`src/rtl/pipe_stage_reg_pkg.sv`:
```
// rtl/pipe_stage_reg_pkg.sv - shared constants and helpers for the pipeline stage register
package pipe_stage_reg_pkg;

  localparam int OCC_W          = 2;
  localparam int DEFAULT_DATA_W = 32;
  localparam int DEFAULT_CNT_W  = 16;

  function automatic logic [OCC_W-1:0] occ_count(input logic main_v, input logic skid_v);
    return {1'b0, main_v} + {1'b0, skid_v};
  endfunction

endpackage

```
`src/rtl/pipe_stage_reg_sat_counter.sv`:
```
// rtl/pipe_stage_reg_sat_counter.sv - saturating event counter that sticks at all-ones
module sat_counter #(
  parameter int CNT_W = 16
) (
  input  logic             clk,
  input  logic             rstn,
  input  logic             inc,
  output logic [CNT_W-1:0] cnt
);

  logic [CNT_W-1:0] cnt_q;
  logic [CNT_W-1:0] cnt_d;

  always_comb begin
    cnt_d = cnt_q;
    if (inc && (cnt_q != {CNT_W{1'b1}})) begin
      cnt_d = cnt_q + {{(CNT_W-1){1'b0}}, 1'b1};
    end
  end

  always_ff @(posedge clk or negedge rstn) begin
    if (!rstn) begin
      cnt_q <= '0;
    end else begin
      cnt_q <= cnt_d;
    end
  end

  assign cnt = cnt_q;

endmodule

```
`src/rtl/pipe_stage_reg.sv`:
```
// rtl/pipe_stage_reg.sv - valid/ready pipeline stage with optional skid entry, stall, flush and counters
module pipe_stage_reg
  import pipe_stage_reg_pkg::*;
#(
  parameter int DATA_W = DEFAULT_DATA_W,
  parameter int SKID   = 1,
  parameter int CNT_W  = DEFAULT_CNT_W
) (
  input  logic              clk,
  input  logic              rstn,
  input  logic              stall,
  input  logic              flush,
  input  logic              in_valid,
  output logic              in_ready,
  input  logic [DATA_W-1:0] in_data,
  output logic              out_valid,
  input  logic              out_ready,
  output logic [DATA_W-1:0] out_data,
  output logic [OCC_W-1:0]  occupancy,
  output logic [CNT_W-1:0]  stall_cnt,
  output logic [CNT_W-1:0]  bubble_cnt
);

  logic              main_valid_q;
  logic              main_valid_d;
  logic [DATA_W-1:0] main_data_q;
  logic [DATA_W-1:0] main_data_d;
  logic              skid_valid_q;
  logic              accept;
  logic              emit;

  assign out_valid = main_valid_q && !stall;
  assign out_data  = main_data_q;

  // Flush swallows both handshakes of its cycle so nothing is taken in or retired.
  assign accept = in_valid && in_ready && !flush;
  assign emit   = out_valid && out_ready && !flush;

  generate
    if (SKID != 0) begin : g_skid
      logic              skid_valid_d;
      logic [DATA_W-1:0] skid_data_q;
      logic [DATA_W-1:0] skid_data_d;

      // Ready comes from registered state only, breaking the out_ready -> in_ready path.
      assign in_ready = rstn && !stall && !skid_valid_q;

      always_comb begin
        main_valid_d = main_valid_q;
        main_data_d  = main_data_q;
        skid_valid_d = skid_valid_q;
        skid_data_d  = skid_data_q;
        if (flush) begin
          main_valid_d = 1'b0;
          main_data_d  = '0;
          skid_valid_d = 1'b0;
          skid_data_d  = '0;
        end else if (emit && skid_valid_q) begin
          main_valid_d = 1'b1;
          main_data_d  = skid_data_q;
          skid_valid_d = 1'b0;
        end else if (emit) begin
          main_valid_d = accept;
          if (accept) begin
            main_data_d = in_data;
          end
        end else if (accept) begin
          if (main_valid_q) begin
            skid_valid_d = 1'b1;
            skid_data_d  = in_data;
          end else begin
            main_valid_d = 1'b1;
            main_data_d  = in_data;
          end
        end
      end

      always_ff @(posedge clk or negedge rstn) begin
        if (!rstn) begin
          skid_valid_q <= 1'b0;
          skid_data_q  <= '0;
        end else if (!stall) begin
          skid_valid_q <= skid_valid_d;
          skid_data_q  <= skid_data_d;
        end
      end
    end else begin : g_noskid
      assign skid_valid_q = 1'b0;
      assign in_ready     = rstn && !stall && (!main_valid_q || out_ready);

      always_comb begin
        main_valid_d = main_valid_q;
        main_data_d  = main_data_q;
        if (flush) begin
          main_valid_d = 1'b0;
          main_data_d  = '0;
        end else if (accept) begin
          main_valid_d = 1'b1;
          main_data_d  = in_data;
        end else if (emit) begin
          main_valid_d = 1'b0;
        end
      end
    end
  endgenerate

  always_ff @(posedge clk or negedge rstn) begin
    if (!rstn) begin
      main_valid_q <= 1'b0;
      main_data_q  <= '0;
    end else if (!stall) begin
      main_valid_q <= main_valid_d;
      main_data_q  <= main_data_d;
    end
  end

  assign occupancy = occ_count(main_valid_q, skid_valid_q);

  sat_counter #(.CNT_W(CNT_W)) u_stall_cnt (
    .clk  (clk),
    .rstn (rstn),
    .inc  (stall),
    .cnt  (stall_cnt)
  );

  sat_counter #(.CNT_W(CNT_W)) u_bubble_cnt (
    .clk  (clk),
    .rstn (rstn),
    .inc  (out_ready && !out_valid),
    .cnt  (bubble_cnt)
  );

endmodule

```
`config.mk`:
```
export PLATFORM = sky130hd
export DESIGN_NAME = pipe_stage_reg
export DESIGN_NICKNAME = d
export VERILOG_FILES = /design/src/rtl/pipe_stage_reg_pkg.sv /design/src/rtl/pipe_stage_reg_sat_counter.sv /design/src/rtl/pipe_stage_reg.sv
export SDC_FILE = /design/constraint.sdc
export NUM_CORES = 1
export LEC_CHECK = 0
export CORE_MARGIN = 10
export CORE_UTILIZATION = 58
export CTS_BUF_LIST = sky130_fd_sc_hd__clkbuf_8
export CTS_CLUSTER_DIAMETER = 200
export CTS_CLUSTER_SIZE = 16
export DETAILED_ROUTE_END_ITERATION = 10
export PLACE_DENSITY = 0.93
export RECOVER_POWER = 50
export SYNTH_ARGS = -nofsm -noshare
export SYNTH_HDL_FRONTEND = slang
export SYNTH_HIERARCHICAL = 1
export SYNTH_SLANG_ARGS = --single-unit
```
`constraint.sdc`:
```
create_clock -name clk -period 4.6 [get_ports clk]
set_input_delay 0.92 -clock clk [delete_from_list [all_inputs] [get_ports clk]]
set_output_delay 0.92 -clock clk [all_outputs]
set_load 0.05 [all_outputs]
```
---- Word level (Yosys, flattened, before mapping) ----
Cells that the tools add are included.
word-level totals
  flip-flop bits (word level) ............. 98
  output and inout port bits .............. 68
  logic and storage cells ................. 60
  input bits .............................. 38
cells by class
  muxes and demuxes ....................... 20
  bitwise logic cells ..................... 1
  eq/ne operators ......................... 6
  add/subtract/negate cells ............... 3
  reduce and logical (&&, ||, !) cells .... 24
operators with widths
  cell                                                                     number
  32-bit two-way mux                                                       11
  16-bit by 1-bit adder with 16-bit output, second input constant          2
  16-bit inequality test, second input constant                            2
  1-bit logical AND                                                        11
  1-bit two-way mux                                                        9
  3-bit nonzero test                                                       2
  5-bit AND reduction                                                      1
  1-bit logical NOT                                                        4
  2-bit inequality test, second input constant                             2
  4-bit by 2-bit inequality test with 1-bit output, second input constant  1
  4-bit AND reduction                                                      1
  2-bit nonzero test                                                       2
  4-bit nonzero test                                                       1
  3-bit by 2-bit inequality test with 1-bit output, second input constant  1
  3-bit AND reduction                                                      1
  1-bit by 1-bit adder with 2-bit output                                   1
  2-bit AND reduction                                                      1
  1-bit NOT                                                                1

---- Longest topological paths before layout ----
Gate-level depths: netlist (run 1).
  word-level depth ........................ 9
  gate-level depth with buffers ........... 7
  gate-level depth less buffers ........... 6

---- Cells and area by module ----
Netlist (run 1), hierarchy kept.
modules (own cells, without submodules)
  module          instances  cells each  area an instance (um2)  sequential area each (um2)
  pipe_stage_reg  1          435         3809.9                  1651.6
  sat_counter     2          72          859.6                   400.4

---- Worst setup path after synthesis (run 1) ----
OpenSTA, ideal clock, no wires.
  kind .................................... input -> output
  from .................................... input stall
  to ...................................... output in_ready
  cell stages on the path ................. 3
  path slack .............................. 1.288 ns
  buffers on the path ..................... 2
  data required time ...................... 3.680 ns
  data arrival time ....................... 2.392 ns
  path through ............................ buf_6 > clkbuf_1 > nor3b_1
on the way
  longest elaborated chain between the ends .. 3
ends and longest elaborated chain
  element                         line                  text
  start: declaration              pipe_stage_reg.sv:11  input logic stall,
  1-bit logical NOT               n/a
  1-bit logical AND (2 in a row)  pipe_stage_reg.sv:46  assign in_ready = rstn && !stall && !skid_valid_q;
  end: declaration                pipe_stage_reg.sv:14  output logic in_ready,
No other way between the ends.

---- Worst setup path after layout (run 1) ----
Same ends and word-level chain as after synthesis.

==> flow_summary.rst, run 1 <==
.. list-table::
   :header-rows: 1

   * - Metric
     - Value
   * - Run status
     - completed
   * - Die area
     - 13,800 um2
   * - Largest cells by area after synthesis
     - sky130_fd_sc_hd__dfrtp_1 (44%), sky130_fd_sc_hd__nand4_1 (9.8%), sky130_fd_sc_hd__o311ai_0 (4.9%), sky130_fd_sc_hd__nor4_1 (4.0%), sky130_fd_sc_hd__nand2_1 (2.9%)
   * - Antenna diode count
     - 0
   * - Setup repair bufs after CTS
     - 0
   * - RSZ-0062 raised after global routing
     - no
   * - Hold Crit Class
     - reg -> reg
   * - Share of the yosys chip area belonging to registers
     - 44.4%
   * - Count of TritonRoute iterations in the first routing pass
     - 5
   * - Detailed-route wire length
     - 16,500 um
   * - Most used cells in the layout excluding fill and tap cells
     - sky130_fd_sc_hd__dfrtp_1 (98), sky130_fd_sc_hd__nand4_1 (87), sky130_fd_sc_hd__clkdlybuf4s50_1 (86)
   * - Final max-slew violation count
     - 0
   * - Static leakage
     - 2.53 nW
   * - Global-route wire length before repair
     - 27,500 um
   * - Fraction of final layout cells sized beyond drive strength 1
     - 7.18%
   * - Top achievable clock speed
     - 278 MHz
   * - # Max-Cap Violations
     - 0
   * - Post-place instance area
     - 6530 um2
   * - Power density of the placed cells
     - 419 nW/um2
   * - Global-route congestion overflow total
     - 0
   * - Number of flip-flops and latches in the synthesized netlist
     - 98
   * - Overall track demand over capacity in global routing
     - 23.0%
   * - Async set-or-reset flop fraction in the synthesized netlist
     - 100%
   * - Number of enable flip-flop cells after synthesis
     - 0
   * - Count of mapped cells out of synthesis
     - 579
   * - Critical-path top delay cell
     - sky130_fd_sc_hd__clkdlybuf4s50_1
   * - Dominant register cell in the synthesized netlist
     - sky130_fd_sc_hd__dfrtp_1
   * - Setup TNS
     - 0 ps
   * - Endpoint class of the critical path
     - primary output
   * - Buffers and inverters on the worst path
     - 2
   * - Area Growth Syn to Fin
     - 19.8%
   * - Routability-driven placement congestion ratio
     - 0.894
   * - Crit path launch type
     - input pin
   * - Worst reg2reg path depth
     - 4
   * - Boundary Pins
     - 106
   * - Count of nets after finishing
     - 691
   * - Cell at the root of the clock tree
     - sky130_fd_sc_hd__clkbuf_8
   * - Synth Area per Inst
     - 9.55 um2
   * - Tcrit/Tclk final
     - 78.3%
   * - Cells traversed along the worst timing path
     - clkbuf_1 > nor3b_1 > clkdlybuf4s50_1
   * - Number of antenna-violating nets in the routed design
     - 0
   * - Yosys warning count
     - 6
   * - Hold violation count in the final report
     - 0
   * - Worst skew pair latency
     - 360 ps
   * - Required time worst endpoint
     - 3680 ps
   * - Number of placement rows
     - 35
   * - Number of buffers created by CTS
     - 9
   * - Register clock-pin slew on the reported worst setup and hold paths
     - 100 ps
   * - Number of remaining DRC errors
     - 0
   * - Normalized max-slew margin
     - 7.35%
   * - Number of buffers added on ports
     - 105
   * - Maximum number of buffers from clock root to sink
     - 2
   * - Hold path depth
     - 2
   * - Cts repair resizes
     - 0
   * - Die Height
     - 118 um
   * - Final critical path time including I/O delays and setup
     - 3600 ps
   * - Maximum number of pins on one net before global-route repair
     - 60
   * - Hold Buf Count CTS
     - 0
   * - Post-route design area
     - 6620 um2
   * - Initial Util
     - 59.8%
   * - Via count of the first global-routing pass
     - 5,370
   * - Post-synth top area share
     - 44.4%
   * - Drt wl/cell
     - 21.0 um
   * - Sinks on Clock Net
     - 98
   * - Category of the critical setup timing path
     - in -> out
   * - Nets in the synthesized netlist
     - 620
   * - Cell type contributing the most total cell area after synthesis
     - sky130_fd_sc_hd__dfrtp_1
   * - Actual transition at the worst max-transition pin
     - 1390 ps
   * - Via total after detailed routing
     - 5,400
   * - Total standard cell area after synthesis
     - 5530 um2
   * - Most frequent standard cell in the layout excluding fill and tap cells
     - sky130_fd_sc_hd__dfrtp_1
   * - Die Width
     - 118 um
   * - Total number of cells along the worst setup path
     - 3
   * - CTS tree
     - yes
   * - Initial antenna violation count
     - 0
   * - Peak VDD IR
     - 0.416 mV
   * - Hold slack final
     - 547 ps
   * - H-tree depth reported by CTS
     - 3
   * - Largest clock skew in the final design
     - 11.0 ps
   * - Count of endpoints failing setup in the final report
     - 0
   * - Cell class contributing the biggest share of worst-path delay
     - buffers and inverters
   * - Placed wire-length estimate
     - 10,900 um
   * - Core box area
     - 9240 um2
   * - Number of unique standard cell types used by synthesis
     - 52
   * - Detail-routed via count per cell
     - 6.89
   * - Starting DRC count in detailed routing
     - 619
   * - Slowest stage delay, CP
     - 940 ps
   * - Data arrival time of the critical path
     - 2680 ps
   * - Largest fanout on the critical path
     - 3
[final timing paths]
check	startpoint	to	slack, ps
max in group asynchronous	rstn	u_stall_cnt/cnt[4]$_DFFE_PN0P_	2110
worst max register to register	skid_valid_q$_DFFE_PN0P_	g_skid.skid_data_q[1]$_DFFE_PN0P_	2210
worst min register to register	g_skid.skid_data_q[21]$_DFFE_PN0P_	g_skid.skid_data_q[21]$_DFFE_PN0P_	550
min in group asynchronous	rstn	out_data[28]$_DFFE_PN0P_	710
worst min-delay path	g_skid.skid_data_q[21]$_DFFE_PN0P_	g_skid.skid_data_q[21]$_DFFE_PN0P_	550
worst max-delay path	stall	in_ready	1000
[through the flow]
step / std cells / setup WS [ps] / power [mW] / utilization (%)
6_report: 784 / 998 / 2.77 / 71.7
5_1_grt: 784 / 830 / 2.90 / 71.7
4_1_cts: 784 / 1180 / 2.80 / 72.5
3_5_place_dp: 768 / 1180 / 2.29 / 70.6
3_3_place_gp: 768 / 1160 / 2.25 / 70.6
2_1_floorplan: 579 / 1290 / 1.89 / -
[layout make-up]
cell class              count  area [um2]
fillers                   695        2620
multi-input cells         391        2600
flip-flops and latches     98        2450
repair buffers            116        1110
well taps                 129         161
clock buffers              10         138
inverters                  34         128
clock inverters             6        33.8
[logic make-up after synthesis]
family | Yosys count | synth area share [%]
compound gates | 117 | 15.1
flops | 98 | 44.4
mux | 2 | 0.407
simple gates | 255 | 29.6
buf+inv | 90 | 7.60
fa+ha+maj | 3 | 0.679
xor+xnor | 14 | 2.22
[Yosys cell counts (all sizes together), types with 17 or more instances]
cell type / count
inv: 33
o31ai: 21
o311ai: 32
nand4: 91
dfrtp: 98
nor4: 41
clkbuf: 21
buf: 35
nor3: 21
nand2: 43
nand3: 25
o21ai: 17
a21oi: 25
[worst min-delay path: cells and delay by family (launching register included)]
kind             cells  cell delay (ps)
AO/OA/AOI/OAI        1               80
AND/OR/NAND/NOR      1               50
flip-flops           1              380
[power by group]
group	leakage (nW)	internal (mW)	total (mW)	switching (mW)
combinational	1.15	0.349	1.04	0.691
clock	0.0951	0.208	0.510	0.302
sequential	1.29	1.02	1.22	0.200
[state kept, by name, indices dropped and copies added (netlist names)]
name / cells
main_valid_q: 1
skid_valid_q: 1
out_data: 32
g_skid.skid_data_q: 32
u_bubble_cnt/cnt: 16
u_stall_cnt/cnt: 16
[layer usage]
metal	GRT usage, %	wire length [um]	up-vias
met3	4.46	1400	62
met5	0	0	-
met2	36.2	7870	364
met1	30.0	6650	2592
met4	10.3	541	0
li1	-	-	2382
Note: power is estimated with default switching activity, not from simulation.
==> run 2, diff against run 1 <==
Settings changed: CORE_UTILIZATION 58 to 49, PLACE_DENSITY 0.93 to 0.84.
Clock period 4.6 ns to 3.15 ns, I/O delays scaled along.
==> run 2 against run 1 <==
Design area grew 0.40%. Flip-flop and latch count is the same. Core utilization shrank 11 points. Via count shrank 2.6%. Critical path depth shrank 1. Sequential power grew 44%. Count of clock-buffer cells in the layout is the same. Global-route usage shrank 3.0 points. Clock skew grew 1.1 ps. Critical path type is now reg -> out. Setup slack lost 520 ps.
==> flow_summary.rst, run 2 (synthesis gave the netlist of run 1 again) <==
.. list-table::
   :header-rows: 1

   * - Metric
     - Value
   * - Sinks on Clock Net
     - 98 (unchanged)
   * - Global-route wire length before repair
     - 27,000 um (-1.8%)
   * - Tot Pwr
     - 4.01 mW (+44%)
   * - Setup repair bufs after CTS
     - 0 (unchanged)
   * - Initial antenna violation count
     - 0 (unchanged)
   * - Category of the critical setup timing path
     - reg -> out
   * - Count of TritonRoute iterations in the first routing pass
     - 5 (unchanged)
   * - Slowest stage delay, CP
     - 810 ps (-130 ps)
   * - Hold violation count in the final report
     - 0 (unchanged)
   * - Crit path launch type
     - flop
   * - # Max-Cap Violations
     - 0 (unchanged)
   * - Detailed-route wire length
     - 16,300 um (-0.82%)
   * - Placed wire-length estimate
     - 10,900 um (-0.29%)
   * - DR WL met2
     - 7860 um (-0.22%)
   * - Register clock-pin slew on the reported worst setup and hold paths
     - 90 ps (about the same)
   * - Worst setup slack after placement
     - 312 ps (-869 ps)
   * - Top achievable clock speed
     - 375 MHz
   * - Most frequent standard cell in the layout excluding fill and tap cells
     - sky130_fd_sc_hd__clkdlybuf4s50_1
   * - Die area
     - 15,900 um2 (+15%)
   * - Flop-to-flop setup slack
     - 960 ps (-1250 ps)
   * - Boundary Pins
     - 106 (unchanged)
   * - Number of remaining DRC errors
     - 0 (unchanged)
   * - Via total after detailed routing
     - 5,259 (-2.6%)
   * - Area Growth Syn to Fin
     - 20.3%
   * - Post-route non-filler standard cell count
     - 799 (+1.9%)
   * - Run status
     - completed
   * - Normalized max-slew margin
     - 1.58% (-5.8 points)
   * - Routed wl met3
     - 1300 um (-6.9%)
   * - Final core occ
     - 60.8% (-11 points)
   * - Via count of the first global-routing pass
     - 5,134 (-4.4%)
   * - Antenna diode count
     - 0 (unchanged)
   * - Endpoint class of the critical path
     - primary output
   * - RSZ-0062 raised after global routing
     - no
   * - Cts repair resizes
     - 0 (unchanged)
   * - Critical-path top delay cell
     - sky130_fd_sc_hd__clkdlybuf4s50_1
   * - Setup TNS
     - 0 ps (unchanged)
   * - Detail-routed via count per cell
     - 6.58 (-4.4%)
   * - Largest fanout on the critical path
     - 10 (+7)
   * - Data arrival time of the critical path
     - 2040 ps (-640 ps)
   * - Uppermost routed layer
     - met4
   * - Starting DRC count in detailed routing
     - 513 (-17%)
   * - Global-route congestion overflow total
     - 0 (unchanged)
   * - Most used cells in the layout excluding fill and tap cells
     - sky130_fd_sc_hd__clkdlybuf4s50_1 (100), sky130_fd_sc_hd__dfrtp_1 (98), sky130_fd_sc_hd__nand4_1 (88)
   * - Final max-slew violation count
     - 0 (unchanged)
   * - Final worst setup slack
     - 482 ps (-516 ps)
   * - Number of placement rows
     - 38 (+8.6%)
   * - Maximum number of buffers from clock root to sink
     - 2 (unchanged)
   * - Number of antenna-violating nets in the routed design
     - 0 (unchanged)
   * - Worst skew pair latency
     - 380 ps (+20 ps)
   * - Cell class contributing the biggest share of worst-path delay
     - buffers and inverters
   * - CTS tree
     - yes
   * - Wire length on met1
     - 6870 um (+3.4%)
   * - Hold Crit Class
     - in -> async
   * - Buffers and inverters on the worst path
     - 1 (-1)
   * - Core box area
     - 10,900 um2 (+18%)
   * - Initial Util
     - 50.6% (-9.3 points)
   * - Largest clock skew in the final design
     - 12.1 ps (+1.13 ps)
   * - Count of nets after finishing
     - 699 (+1.2%)
   * - Maximum number of pins on one net before global-route repair
     - 60 (unchanged)
   * - Final critical path time including I/O delays and setup
     - 2670 ps
   * - Peak VDD IR
     - 0.516 mV (+24%)
   * - Number of buffers added on ports
     - 105 (unchanged)
   * - Number of buffers created by CTS
     - 9 (unchanged)
   * - Cell at the root of the clock tree
     - sky130_fd_sc_hd__clkbuf_8
   * - H-tree depth reported by CTS
     - 3 (unchanged)
   * - Static leakage
     - 2.54 nW (about the same)
   * - Fraction of final layout cells sized beyond drive strength 1
     - 7.59% (+0.41 points)
   * - Die Width
     - 126 um (+7.3%)
   * - Power density of the placed cells
     - 602 nW/um2 (+44%)
   * - Drt wl/cell
     - 20.4 um (-2.7%)
   * - Required time worst endpoint
     - 2520 ps (-1160 ps)
   * - Tcrit/Tclk final
     - 84.7%
   * - Hold Buf Count CTS
     - 0 (unchanged)
   * - DP Cell Count
     - 787 (+2.5%)
   * - Die Height
     - 126 um (+7.3%)
   * - Cells traversed along the worst timing path
     - ha_1 > clkdlybuf4s50_1
   * - Routability-driven placement congestion ratio
     - 0.871 (-2.6%)
   * - Overall track demand over capacity in global routing
     - 20.0% (-3.0 points)
   * - Count of endpoints failing setup in the final report
     - 0 (unchanged)
   * - Actual transition at the worst max-transition pin
     - 1480 ps (+86.6 ps)
[run 2: final cells by class]
class | instances | area, um2
clock buffers | 10 | 138
clock inverters | 2 | 8.76
fillers | 978 | 4290
inverters | 34 | 128
multi-input cells | 391 | 2570
flip-flops and latches | 98 | 2450
well taps | 140 | 175
repair buffers | 124 | 1180
[run 2: path summary, 6_finish.rpt]
kind                                                 endpoint  cells past startpoint                            from
min reg2reg                    u_stall_cnt/cnt[4]$_DFFE_PN0P_                      1  u_stall_cnt/cnt[4]$_DFFE_PN0P_
max                                              occupancy[0]                      2        skid_valid_q$_DFFE_PN0P_
max reg2reg                g_skid.skid_data_q[14]$_DFFE_PN0P_                      3        skid_valid_q$_DFFE_PN0P_
max in group asynchronous    u_bubble_cnt/cnt[14]$_DFFE_PN0P_                      3                            rstn
min in group clk               u_stall_cnt/cnt[4]$_DFFE_PN0P_                      1  u_stall_cnt/cnt[4]$_DFFE_PN0P_
min                                   out_data[4]$_DFFE_PN0P_                      2                            rstn
[run 2: report_power, final]
group | leakage (nW) | internal [mW] | switching, mW
Sequential | 1.29 | 1.50 | 0.265
Clock | 0.0811 | 0.288 | 0.423
Combinational | 1.17 | 0.528 | 1.00
[run 2: per-stage QoR]
step                      cell area [um2]  hold WS, ps
after floorplan                      5530          334
after global placement               6610          502
after detailed placement             6610          520
after CTS                            6760          340
after global routing                 6650          439
final                                6650          390
[run 2: metal layers]
layer | GRT usage, % | up-vias
met2 | 32.1 | 270
met5 | 0 | -
met3 | 5.29 | 33
met1 | 25.9 | 2561
met4 | 6.10 | 0
li1 | - | 2395
